## config.mk

```make
export PLATFORM = sky130hd
export DESIGN_NAME = assoc_search_ctrl_flat
export DESIGN_NICKNAME = d
export VERILOG_FILES = /design/src/rtl/assoc_mem_pkg.sv /design/src/rtl/assoc_search_if.sv /design/src/rtl/scan_addr_counter.sv /design/src/rtl/assoc_search_ctrl.sv /design/src/flat_wrapper.sv
export SDC_FILE = /design/constraint.sdc
export NUM_CORES = 1
export LEC_CHECK = 0
export ABC_CLOCK_PERIOD_IN_PS = 2550
export CORE_MARGIN = 4
export CORE_UTILIZATION = 45
export CTS_CLUSTER_DIAMETER = 200
export DETAILED_ROUTE_END_ITERATION = 8
export PLACE_DENSITY = 0.73
export SLEW_MARGIN = 20
export SYNTH_ARGS = -nofsm -noshare
export SYNTH_HDL_FRONTEND = slang
export SYNTH_SLANG_ARGS = --single-unit
```

## constraint.sdc

```tcl
create_clock -name Clock -period 2.55 [get_ports Clock]
set_input_delay 0.255 -clock Clock [delete_from_list [all_inputs] [get_ports Clock]]
set_output_delay 0.255 -clock Clock [all_outputs]
set_load 0.01 [all_outputs]
```

## src/rtl/assoc_mem_pkg.sv

```systemverilog
// Shared constants and FSM encoding for the associative search controller.
package assoc_mem_pkg;

    localparam int          DEF_ADDR_W    = 16;
    localparam int          DEF_DATA_W    = 8;
    localparam logic [15:0] DEF_LAST_ADDR = 16'hFFFF;

    typedef enum logic [2:0] {
        ST_IDLE  = 3'd0,
        ST_WRITE = 3'd1,
        ST_SCAN  = 3'd2,
        ST_FLUSH = 3'd3,
        ST_DONE  = 3'd4
    } state_t;

endpackage

```

## src/rtl/assoc_search_if.sv

```systemverilog
// Request, memory-port and result signals of the associative search controller.
interface assoc_search_if
    import assoc_mem_pkg::*;
#(
    parameter int ADDR_W = DEF_ADDR_W,
    parameter int DATA_W = DEF_DATA_W
);
    // Handshake: Busy=0 is the only "ready"; Wr_Req/Rd_Req are sampled on a
    // rising edge only while Busy=0 and ignored otherwise, so a requester holds
    // its request until it sees Busy rise, and a search ends with a one-cycle Done.
    logic              Wr_Req;
    logic              Rd_Req;
    logic              Abort;
    logic [DATA_W-1:0] Data_In;
    logic [ADDR_W-1:0] Wr_Addr;
    logic [ADDR_W-1:0] Mem_Addr;
    logic              Mem_WE;
    logic              Mem_RE;
    logic [DATA_W-1:0] Mem_WData;
    logic [DATA_W-1:0] Mem_RData;
    logic              Busy;
    logic              Done;
    logic              Found;
    logic [ADDR_W-1:0] Match_Addr;

    modport slave (
        input  Wr_Req, Rd_Req, Abort, Data_In, Wr_Addr, Mem_RData,
        output Mem_Addr, Mem_WE, Mem_RE, Mem_WData, Busy, Done, Found, Match_Addr
    );

    modport master (
        output Wr_Req, Rd_Req, Abort, Data_In, Wr_Addr, Mem_RData,
        input  Mem_Addr, Mem_WE, Mem_RE, Mem_WData, Busy, Done, Found, Match_Addr
    );

endinterface

```

## src/rtl/scan_addr_counter.sv

```systemverilog
// Scan address counter: synchronous clear, enable, saturates at LAST_ADDR.
module scan_addr_counter #(
    parameter int              ADDR_W    = 16,
    parameter logic [ADDR_W-1:0] LAST_ADDR = '1
) (
    input  logic              clk,
    input  logic              rst,
    input  logic              clr,
    input  logic              en,
    output logic [ADDR_W-1:0] count,
    output logic              tc
);

    logic [ADDR_W-1:0] count_d;
    logic [ADDR_W-1:0] count_q;

    assign tc    = (count_q == LAST_ADDR);
    assign count = count_q;

    always_comb begin
        count_d = count_q;
        if (clr) begin
            count_d = '0;
        end else if (en && !tc) begin
            count_d = count_q + ADDR_W'(1);
        end
    end

    always_ff @(posedge clk or posedge rst) begin
        if (rst) begin
            count_q <= '0;
        end else begin
            count_q <= count_d;
        end
    end

endmodule

```

## src/rtl/assoc_search_ctrl.sv

```systemverilog
// Controller that writes one word or linearly scans external memory for a key,
// with a one-stage read/compare pipeline and registered Moore outputs.
module assoc_search_ctrl
    import assoc_mem_pkg::*;
#(
    parameter int                ADDR_W    = DEF_ADDR_W,
    parameter int                DATA_W    = DEF_DATA_W,
    parameter logic [ADDR_W-1:0] LAST_ADDR = ADDR_W'(DEF_LAST_ADDR)
) (
    input  logic          Clock,
    input  logic          Reset,
    assoc_search_if.slave bus,
    output state_t        dbg_state
);

    state_t            state_q,      state_d;
    logic [DATA_W-1:0] key_q,        key_d;
    logic [ADDR_W-1:0] mem_addr_q,   mem_addr_d;
    logic              mem_we_q,     mem_we_d;
    logic              mem_re_q,     mem_re_d;
    logic [DATA_W-1:0] mem_wdata_q,  mem_wdata_d;
    logic              busy_q,       busy_d;
    logic              done_q,       done_d;
    logic              found_q,      found_d;
    logic [ADDR_W-1:0] match_addr_q, match_addr_d;
    logic              cmp_valid_q,  cmp_valid_d;
    logic [ADDR_W-1:0] cmp_addr_q,   cmp_addr_d;

    logic              cnt_clr;
    logic              cnt_en;
    logic [ADDR_W-1:0] cnt_val;
    logic              cnt_tc;
    logic              hit;

    scan_addr_counter #(
        .ADDR_W    (ADDR_W),
        .LAST_ADDR (LAST_ADDR)
    ) u_cnt (
        .clk   (Clock),
        .rst   (Reset),
        .clr   (cnt_clr),
        .en    (cnt_en),
        .count (cnt_val),
        .tc    (cnt_tc)
    );

    // Read data returned this cycle belongs to the address issued last cycle.
    assign hit = cmp_valid_q && (bus.Mem_RData == key_q);

    always_comb begin
        state_d      = state_q;
        key_d        = key_q;
        mem_addr_d   = '0;
        mem_we_d     = 1'b0;
        mem_re_d     = 1'b0;
        mem_wdata_d  = '0;
        found_d      = found_q;
        match_addr_d = match_addr_q;
        cmp_valid_d  = mem_re_q;
        cmp_addr_d   = mem_addr_q;
        cnt_clr      = 1'b0;
        cnt_en       = 1'b0;
        unique case (state_q)
            ST_IDLE: begin
                if (bus.Wr_Req) begin
                    state_d     = ST_WRITE;
                    mem_we_d    = 1'b1;
                    mem_addr_d  = bus.Wr_Addr;
                    mem_wdata_d = bus.Data_In;
                end else if (bus.Rd_Req) begin
                    state_d      = ST_SCAN;
                    key_d        = bus.Data_In;
                    found_d      = 1'b0;
                    match_addr_d = '0;
                    cnt_clr      = 1'b1;
                    mem_re_d     = 1'b1;
                end
            end
            ST_WRITE: state_d = ST_IDLE;
            ST_SCAN: begin
                // A hit beats both Abort and the end-of-range exit.
                if (hit) begin
                    state_d      = ST_DONE;
                    found_d      = 1'b1;
                    match_addr_d = cmp_addr_q;
                end else if (bus.Abort) begin
                    state_d = ST_DONE;
                end else if (cnt_tc) begin
                    state_d = ST_FLUSH;
                end else begin
                    cnt_en     = 1'b1;
                    mem_re_d   = 1'b1;
                    mem_addr_d = cnt_val + ADDR_W'(1);
                end
            end
            ST_FLUSH: begin
                state_d = ST_DONE;
                if (hit) begin
                    found_d      = 1'b1;
                    match_addr_d = cmp_addr_q;
                end
            end
            ST_DONE: state_d = ST_IDLE;
            default: state_d = ST_IDLE;
        endcase
        busy_d = (state_d != ST_IDLE);
        done_d = (state_d == ST_DONE);
    end

    always_ff @(posedge Clock or posedge Reset) begin
        if (Reset) begin
            state_q      <= ST_IDLE;
            key_q        <= '0;
            mem_addr_q   <= '0;
            mem_we_q     <= 1'b0;
            mem_re_q     <= 1'b0;
            mem_wdata_q  <= '0;
            busy_q       <= 1'b0;
            done_q       <= 1'b0;
            found_q      <= 1'b0;
            match_addr_q <= '0;
            cmp_valid_q  <= 1'b0;
            cmp_addr_q   <= '0;
        end else begin
            state_q      <= state_d;
            key_q        <= key_d;
            mem_addr_q   <= mem_addr_d;
            mem_we_q     <= mem_we_d;
            mem_re_q     <= mem_re_d;
            mem_wdata_q  <= mem_wdata_d;
            busy_q       <= busy_d;
            done_q       <= done_d;
            found_q      <= found_d;
            match_addr_q <= match_addr_d;
            cmp_valid_q  <= cmp_valid_d;
            cmp_addr_q   <= cmp_addr_d;
        end
    end

    assign bus.Mem_Addr   = mem_addr_q;
    assign bus.Mem_WE     = mem_we_q;
    assign bus.Mem_RE     = mem_re_q;
    assign bus.Mem_WData  = mem_wdata_q;
    assign bus.Busy       = busy_q;
    assign bus.Done       = done_q;
    assign bus.Found      = found_q;
    assign bus.Match_Addr = match_addr_q;
    assign dbg_state      = state_q;

endmodule

```

## src/flat_wrapper.sv

```systemverilog
// flat-port wrapper written by rule: the top's interface ports become plain ports
module assoc_search_ctrl_flat import assoc_mem_pkg::*;
#(
    parameter int                ADDR_W    = DEF_ADDR_W,
    parameter int                DATA_W    = DEF_DATA_W,
    parameter logic [ADDR_W-1:0] LAST_ADDR = ADDR_W'(DEF_LAST_ADDR)
)
  (Clock, Reset, dbg_state, bus_Wr_Req, bus_Rd_Req, bus_Abort, bus_Data_In, bus_Wr_Addr, bus_Mem_RData, bus_Mem_Addr, bus_Mem_WE, bus_Mem_RE, bus_Mem_WData, bus_Busy, bus_Done, bus_Found, bus_Match_Addr);
  assoc_search_if #(.ADDR_W(ADDR_W), .DATA_W(DATA_W)) bus_i ();
  input  logic Clock;
  input  logic Reset;
  output state_t dbg_state;
  input wire logic [$bits(bus_i.Wr_Req)-1:0] bus_Wr_Req;
  input wire logic [$bits(bus_i.Rd_Req)-1:0] bus_Rd_Req;
  input wire logic [$bits(bus_i.Abort)-1:0] bus_Abort;
  input wire logic [$bits(bus_i.Data_In)-1:0] bus_Data_In;
  input wire logic [$bits(bus_i.Wr_Addr)-1:0] bus_Wr_Addr;
  input wire logic [$bits(bus_i.Mem_RData)-1:0] bus_Mem_RData;
  output wire logic [$bits(bus_i.Mem_Addr)-1:0] bus_Mem_Addr;
  output wire logic [$bits(bus_i.Mem_WE)-1:0] bus_Mem_WE;
  output wire logic [$bits(bus_i.Mem_RE)-1:0] bus_Mem_RE;
  output wire logic [$bits(bus_i.Mem_WData)-1:0] bus_Mem_WData;
  output wire logic [$bits(bus_i.Busy)-1:0] bus_Busy;
  output wire logic [$bits(bus_i.Done)-1:0] bus_Done;
  output wire logic [$bits(bus_i.Found)-1:0] bus_Found;
  output wire logic [$bits(bus_i.Match_Addr)-1:0] bus_Match_Addr;
  assign bus_i.Wr_Req = bus_Wr_Req;
  assign bus_i.Rd_Req = bus_Rd_Req;
  assign bus_i.Abort = bus_Abort;
  assign bus_i.Data_In = bus_Data_In;
  assign bus_i.Wr_Addr = bus_Wr_Addr;
  assign bus_i.Mem_RData = bus_Mem_RData;
  assign bus_Mem_Addr = bus_i.Mem_Addr;
  assign bus_Mem_WE = bus_i.Mem_WE;
  assign bus_Mem_RE = bus_i.Mem_RE;
  assign bus_Mem_WData = bus_i.Mem_WData;
  assign bus_Busy = bus_i.Busy;
  assign bus_Done = bus_i.Done;
  assign bus_Found = bus_i.Found;
  assign bus_Match_Addr = bus_i.Match_Addr;
  assoc_search_ctrl #(.ADDR_W(ADDR_W), .DATA_W(DATA_W), .LAST_ADDR(LAST_ADDR)) u_core (.Clock(Clock), .Reset(Reset), .bus(bus_i), .dbg_state(dbg_state));
endmodule
```

# --- After elaboration in Yosys (flattened, before gate mapping) ---
# Cells that the tools add are included.
# Widths: inputs -> output; s select.
totals:
  output_inout_bits: 48
  elab_cells: 66
  reg_bits: 89
  inputBits: 37
classes:
  bitwise_logic: 1
  add_sub_neg: 1
  eq_ne: 8
  reduce_logical: 10
  muxes: 33
ops:
  columns: ["cell", "n"]
  rows:
  - ["$mux 16", 9]
  - ["$pmux 16 s2", 2]
  - ["$add 16x1->16 const B", 1]
  - ["$eq 16x16->1 const B", 1]
  - ["$mux 8", 2]
  - ["$mux 3", 5]
  - ["$mux 1", 12]
  - ["$pmux 3 s3", 1]
  - ["$eq 8x8->1", 1]
  - ["$eq 3x2->1 const B", 2]
  - ["$ne 2x2->1 const B", 2]
  - ["$pmux 1 s2", 2]
  - ["$reduce_and 4->1", 1]
  - ["$reduce_bool 2->1", 2]
  - ["$eq 3x3->1 const B", 1]
  - ["$logic_not 3->1", 1]
  - ["$reduce_and 3->1", 1]
  - ["$reduce_bool 3->1", 1]
  - ["$logic_and 1x1->1", 2]
  - ["$ne 2x1->1 const B", 1]
  - ["$reduce_or 2->1", 1]
  - ["$logic_not 1->1", 1]
  - ["$not 1->1", 1]

# --- Longest topological paths before layout ---
# Gate-level depths: netlist of run 1.
depth:
  word_depth: 8
  ltp_mapped: 9
  ltp_nobuf: 6

# --- Cells and area by module ---
# A second synthesis of run 1 with hierarchy kept.
hier_totals:
  cells_unflattened: 365
  area_unflattened_um2: 3853.7
by_module_without_submodules:
  columns: ["module", "cells_per_inst", "instances", "area_per_inst_um2", "seq_area_each_um2"]
  rows:
  - ["assoc_search_ctrl", 264, 1, 2876.5, 1826.8]
  - ["scan_addr_counter", 101, 1, 977.2, 400.4]

# --- Worst setup path before layout of run 1 ---
# OpenSTA, ideal clock, no wires.
synth_path:
  path_type: "flip-flop to flip-flop"
  start: "reg u_core.u_cnt.count_q[0] (netlist: u_core.u_cnt.count[0])"
  end: "reg u_core.u_cnt.count_q[2] (netlist: u_core.u_cnt.count[2])"
  n_path_buf: 3
  slack_ns: 0.621
  required_ns: 2.411
  path_stages_with_launch: 10
  arrival_ns: 1.790
  path_cell_list: "dfrtp_1 -> ha_1 -> and4_1 -> buf_6 -> nand4b_4 -> nand2_2 -> buf_6 -> buf_2 -> o311ai_0 -> o31ai_1"
synth_between:
  elab_chain_cells: 7
synth_rtl:
  columns: ["element", "line", "rtl"]
  rows:
  - ["from (decl)", "scan_addr_counter.sv:15", "logic [ADDR_W-1:0] count_q;"]
  - ["from (signal assigned)", "scan_addr_counter.sv:33", "count_q <= count_d;"]
  - ["branches (longest 7 deep; another with $add 16x1->16)", null, null]
# Several ways; the timed one is not identified. The select of a mux whose other input is x is not followed.
# A chain may end at the register's enable or synchronous reset.

# --- Worst setup path in the final report of run 1 ---
layout_path:
  start: "reg u_core.u_cnt.count_q[0] (netlist: u_core.u_cnt.count[0])"
  end: "reg u_core.mem_addr_q[13] (netlist: u_core.bus.Mem_Addr[13])"
layout_between:
  elab_chain_cells: 5
layout_rtl:
  columns: ["element", "line", "rtl"]
  rows:
  - ["$add 16x1->16 / $eq 16x16->1 (equally long branches)", "assoc_search_ctrl.sv:93, scan_addr_counter.sv:17", null]
  - ["$mux 16 (*)", "assoc_search_ctrl.sv:88", "end else if (cnt_tc) begin"]
  - ["$mux 16 (*)", "assoc_search_ctrl.sv:86", "end else if (bus.Abort) begin"]
  - ["$mux 16 (*)", "assoc_search_ctrl.sv:82", "if (hit) begin"]
  - ["$pmux 16 s2 (*)", "assoc_search_ctrl.sv:63", "unique case (state_q)"]
  - ["net u_core.mem_addr_d[13]", "assoc_search_ctrl.sv:18", "logic [ADDR_W-1:0] mem_addr_q, mem_addr_d;"]
  - ["to (signal assigned)", "assoc_search_ctrl.sv:127", "mem_addr_q <= mem_addr_d;"]
  - ["to (decl)", "assoc_search_ctrl.sv:18", null]
# Mark *: on every way through the listed nets, which the timed path passes. The rest lies on a longest branch.

==> results of run 1 <==
Yosys cell counts, types with 2 or more instances:
library cell,n
xor2_1,9
nor2_2,2
o211ai_1,4
nand4_1,5
and3_1,11
a21oi_1,8
clkbuf_1,7
or4_1,10
xnor2_1,13
buf_1,2
nor3_1,3
nor2_1,2
o21ai_0,37
inv_1,21
or3_1,2
o311ai_0,4
buf_6,2
nand3_1,26
o31ai_1,9
buf_2,9
nand2b_1,3
dfrtp_1,89
nand2_1,53
power breakdown:
group | switching (mW) | internal, mW | leakage [nW]
clock network | 0.507 | 0.481 | 0.0954
logic | 0.320 | 0.305 | 0.830
registers | 0.112 | 1.59 | 1.20
layer usage:
metal  part of all wire (%)  track usage [%]
met5                      0                0
met4                    1.6            6.513
met3                    4.7            3.397
met2                     49            29.23
met1                     44            24.58
kinds of logic (layout without fill, tap and decap cells):
| group | Yosys count | count (layout) | share of synthesized area, % |
|---|---|---|---|
| buf+inv | 43 | 128 | 5.197 |
| compound gates | 63 | 63 | 9.952 |
| simple gates | 129 | 129 | 18.82 |
| flops | 89 | 89 | 60.46 |
| fa+ha+maj | 1 | 1 | 0.3396 |
| xor+xnor | 22 | 22 | 5.231 |
final timing paths:
| path | from | to | cells after the start |
|---|---|---|---|
| worst max-delay path | u_core.u_cnt.count[0] | u_core.bus.Mem_Addr[13] | 6 |
| worst min-delay path | Reset | u_core.bus.Match_Addr[1] | 3 |
| worst max register to register | u_core.u_cnt.count[0] | u_core.bus.Mem_Addr[13] | 6 |
| worst min register to register | u_core.bus.Mem_RE | u_core.cmp_valid_q | 0 |
| max in group asynchronous | Reset | u_core.u_cnt.count[12] | 3 |
| min in group Clock | u_core.bus.Mem_RE | u_core.cmp_valid_q | 0 |
cell type report:
cell class	instances	area share (%)
clock buffer	10	2.857
multi-input combinational	215	26.36
tap	102	2.649
clock inverter	5	1.299
timing repair buffer	91	18.81
inverter	22	1.792
sequential	89	46.23
registers in the layout, summed over array words and instances, names as in the netlist:
name                   cells
u_core.cmp_addr_q         16
u_core.cmp_valid_q         1
u_core.bus.Mem_WData       8
u_core.dbg_state           3
u_core.bus.Mem_WE          1
u_core.bus.Found           1
u_core.bus.Match_Addr     16
u_core.u_cnt.count        16
u_core.bus.Done            1
u_core.bus.Busy            1
u_core.bus.Mem_RE          1
u_core.bus.Mem_Addr       16
u_core.key_q               8
worst max-delay path, delay by kind of cell, from the launching register on:
kind	cells	cell delay, ns
flops	1	0.44
compound gates	1	0.18
fa+ha+maj	1	0.25
simple gates	4	1.22
through the flow:
step | total power [mW] | cells | util [%] | setup slack [ns] | instance area, um^2
2_1_floorplan | 2.028 | 347 | - | 0.6214 | 3687
3_3_place_gp | 2.329 | 519 | 58.83 | 0.3709 | 4617
3_5_place_dp | 2.356 | 519 | 58.83 | 0.2769 | 4617
4_1_cts | 3.332 | 534 | 61.38 | 0.3100 | 4817
5_1_grt | 3.470 | 534 | 61.38 | 0.07237 | 4817
6_report | 3.310 | 534 | 61.38 | 0.3146 | 4817
==> flow_summary.ini, run 1 <==
[status]
status = finished clean

[worst_setup_path]
slowest_stage = or2_1
crit_arrival_ns = 2.46
required_ns = 2.77
slowest_delay_ns = 0.50
path_cells = ha_1 > and4_1 > nand4b_4 > nand2_2 > or2_1 > o21ai_0
crit_type = flip-flop to flip-flop
crit_path_start_kind = flip-flop
rrSetupSlack_ns = 0.31
crit_path_max_fanout = 20
end_kind = flip-flop

[clock_tree]
cts_buffer_depth = 2
clk_pin_slew_ns = 0.09
cts_root_buf = clkbuf_8
cts_buffers = 9
htreeDepth = 3
cts_tree = yes
cts_resized = 0
clkSinkCount = 89
holdBufCountCts = 0
postCtsSetupBuffers = 0
insertion_delay_ns = 0.35

[layout]
seq_area_um2 = 2227
drive_gt1_share_pct = 7.407
final_cell_mix = dfrtp_1, clkdlybuf4s50_1, nand2_1
diodes = 0
final_net_count = 466
area_delta_synth_final_pct = 30.77
fillers = 669
multiInputGateArea_um2 = 1270
layout_commonest_cell = dfrtp_1

[routing]
drt-total-wl_mm = 8.519
drt_iter0_drc = 183
viasPerCell = 5.272
vias = 2815
wl_per_cell_um = 15.95
route.detailed.drc = 0
first_pass_iters = 4
ant_nets = 0

[global_route]
grt_max_degree = 90
grt-ovfl-total = 0
grt_pass1_wl_mm = 13.97
grt_usage_pct = 18.09
antenna_found_initial = 0
grt_pass1_vias = 2800

[pwr]
p_leak_nw = 2.125
powerDensity_nw_per_um2 = 687.2
irDropWorstVdd_uv = 359.7

[floorplanning]
die_h_um = 98.48
fp.dieArea_um2 = 9697
io_pins = 85
die_w_um = 98.48
core_um2 = 7848
start_util_pct = 46.94
fp-row-count = 32

[placement]
dp_hpwl_mm = 6.133
gp_congestion = 0.8418
numPortBuffers = 84

[synth]
syn_inst = 347
seq_area_frac_synth_pct = 60.46
synth.avg_cell_area_um2 = 10.62
synth_warnings = 0
syn-num-nets = 385
ys_async_sr_fraction_pct = 100.0
yosysTopAreaCell = dfrtp_1
ys_types = 39
synth-edff-count = 0
ys.flop_type = dfrtp_1
synth_area_um2 = 3684
synth_seq_cells = 89
synth_area_leaders = dfrtp_1, nand2_1, o21ai_0
synth_top_area_share_pct = 60.46

[sta]
finalHoldViolCount = 0
grt_setup_unrepaired = false
fin_tns_setup_ns = 0
period_minus_slack_ns = 2.235
timing.final.crit_share_pct = 87.66
maxSlewViolCount = 0
tightest_slew_ns = 0.5362
fmax_mhz = 447.4
setup_viol = 0
fin_hold_ws_ns = 0.3500
skew_ns = 0.01126
relSlewSlack_pct = 64.26

[run]
maxCapViolations = 0

[hold_path]
hp-class = primary input to async pin
Note: power is estimated with default switching activity, not from simulation.
==> run 2, diff against run 1 <==
- CORE_MARGIN: 4 -> 2
==> run 2 against run 1 <==
  * Largest power group unchanged
  * Sequential cell count did not move
  * Count of clock-buffer cells in the layout stayed put
  * Global-route usage rose by 0.59 points
  * Design area is 0.10% lower
  * Via count decreased by 3.5%
  * Highest routed layer unchanged
==> flow_summary.ini, run 2 (same netlist as run 1, synthesis figures left out) <==
[worst_setup_path]
path_cells = ha_1 > and4_1 > nand4b_4 > nand2_2 > or2_1 > o21ai_0
slowest_stage = or2_1
end_kind = flip-flop
crit_path_max_fanout = 20
cp_top_family = simple AND/OR/NAND/NOR gates
required_ns = 2.75
slowest_delay_ns = 0.50
crit_type = flip-flop to flip-flop
crit_arrival_ns = 2.48
worst-path-buf-inv = 0
crit_path_start_kind = flip-flop

[floorplanning]
io_pins = 85
die_w_um = 94.48
die_h_um = 94.48
fp.dieArea_um2 = 8926
fp-row-count = 32
core_um2 = 7848
start_util_pct = 46.94

[run]
maxCapViolations = 0

[clock_tree]
holdBufCountCts = 0
cts_resized = 0
htreeDepth = 3
insertion_delay_ns = 0.35
cts_buffers = 9
cts_root_buf = clkbuf_8
clkSinkCount = 89
cts_tree = yes
postCtsSetupBuffers = 0
clk_pin_slew_ns = 0.10
cts_buffer_depth = 2

[routing]
viasPerCell = 5.079
wl_per_cell_um = 14.71
route.detailed.drc = 0
drt-total-wl_mm = 7.868
drt_iter0_drc = 109
first_pass_iters = 4
vias = 2717
ant_nets = 0

[pwr]
power_mw = 3.253
irDropWorstVdd_uv = 356.9
powerDensity_nw_per_um2 = 676.0
p_leak_nw = 2.131

[layout]
multiInputGateArea_um2 = 1270
area_delta_synth_final_pct = 30.64
layout_commonest_cell = dfrtp_1
post-route-util_pct = 61.32
drive_gt1_share_pct = 7.621
final_net_count = 466
seq_area_um2 = 2227
fillers = 645
diodes = 0
fin_cells = 535
final_cell_mix = dfrtp_1, clkdlybuf4s50_1, nand2_1
design_area_um2 = 4812

[hold_path]
hp-class = primary input to async pin

[global_route]
grt_pass1_vias = 2646
grt_pass1_wl_mm = 12.85
grt_max_degree = 90
antenna_found_initial = 0
grt_usage_pct = 18.67
grt-ovfl-total = 0

[placement]
numPortBuffers = 84
gp_congestion = 0.8110
dp_hpwl_mm = 5.622
placed_cells = 519
placed_cell_area_um2 = 4617

[sta]
period_minus_slack_ns = 2.277
timing.final.crit_share_pct = 89.28
grt_setup_unrepaired = false
maxSlewViolCount = 0
tightest_slew_ns = 0.5374
setup_viol = 0
fin_tns_setup_ns = 0
finalHoldViolCount = 0
fmax_mhz = 439.3
relSlewSlack_pct = 64.17
skew_ns = 0.01355

[status]
status = finished clean
## run 2: changes by cell type in the layout (fill, tap and decap cells not counted)
cell	delta
inv_6	+1
clkinvlp_4	-2
inv_8	+2
clkinv_4	+1
bufinv_16	-1
## run 2: path summary, 6_finish.rpt
path	start	slack, ns	endpoint	depth (start not counted)
max in group asynchronous	Reset	1.81	u_core.u_cnt.count[10]	3
min reg2reg	u_core.bus.Mem_Addr[2]	0.38	u_core.cmp_addr_q[2]	0
min in group Clock	u_core.bus.Mem_Addr[2]	0.38	u_core.cmp_addr_q[2]	0
max reg2reg	u_core.u_cnt.count[0]	0.27	u_core.bus.Mem_Addr[15]	6
max	u_core.u_cnt.count[0]	0.27	u_core.bus.Mem_Addr[15]	6
min	Reset	0.36	u_core.bus.Found	3
## run 2: area by class of cell
| type | instances | share of cell area (%) |
|---|---|---|
| clock buffer | 10 | 2.860 |
| inverter | 22 | 1.794 |
| sequential | 89 | 46.28 |
| timing repair buffer | 91 | 18.82 |
| multi-input combinational | 215 | 26.39 |
| clock inverter | 6 | 1.196 |
| tap | 102 | 2.652 |
## run 2: worst reg2reg max path, delay by kind of cell, from the launching register on
kind                       cells  cell delay, ns
and+or+nand+nor                4            1.25
DFF                            1            0.43
adders and majority gates      1            0.25
AOI/OAI and AO/OA              1            0.21
## run 2: routing by layer
metal | wire length, um | up-vias | part of all wire, % | GRT usage (%)
li1 | - | 1350 | - | -
met1 | 3698 | 1304 | 47 | 27.46
met2 | 3726 | 59 | 47 | 28.51
met3 | 377 | 4 | 4.8 | 3.911
met4 | 66 | 0 | 0.84 | 4.710
met5 | 0 | - | 0 | 0
## run 2: per-stage QoR
step                      setup WS, ns  hold WS, ns
after floorplan                 0.6214       0.3604
after global placement          0.3589       0.3592
after detailed placement        0.2687       0.3601
after CTS                       0.2635       0.3847
after global routing           0.05353       0.3942
final                           0.2734       0.3593
## run 2: where the power goes
| group | internal, mW | leakage, nW | switching (mW) | total [mW] |
|---|---|---|---|---|
| registers | 1.59 | 1.20 | 0.108 | 1.69 |
| logic | 0.305 | 0.830 | 0.314 | 0.619 |
| clock network | 0.407 | 0.102 | 0.534 | 0.941 |
| total | 2.30 | 2.13 | 0.956 | 3.25 |
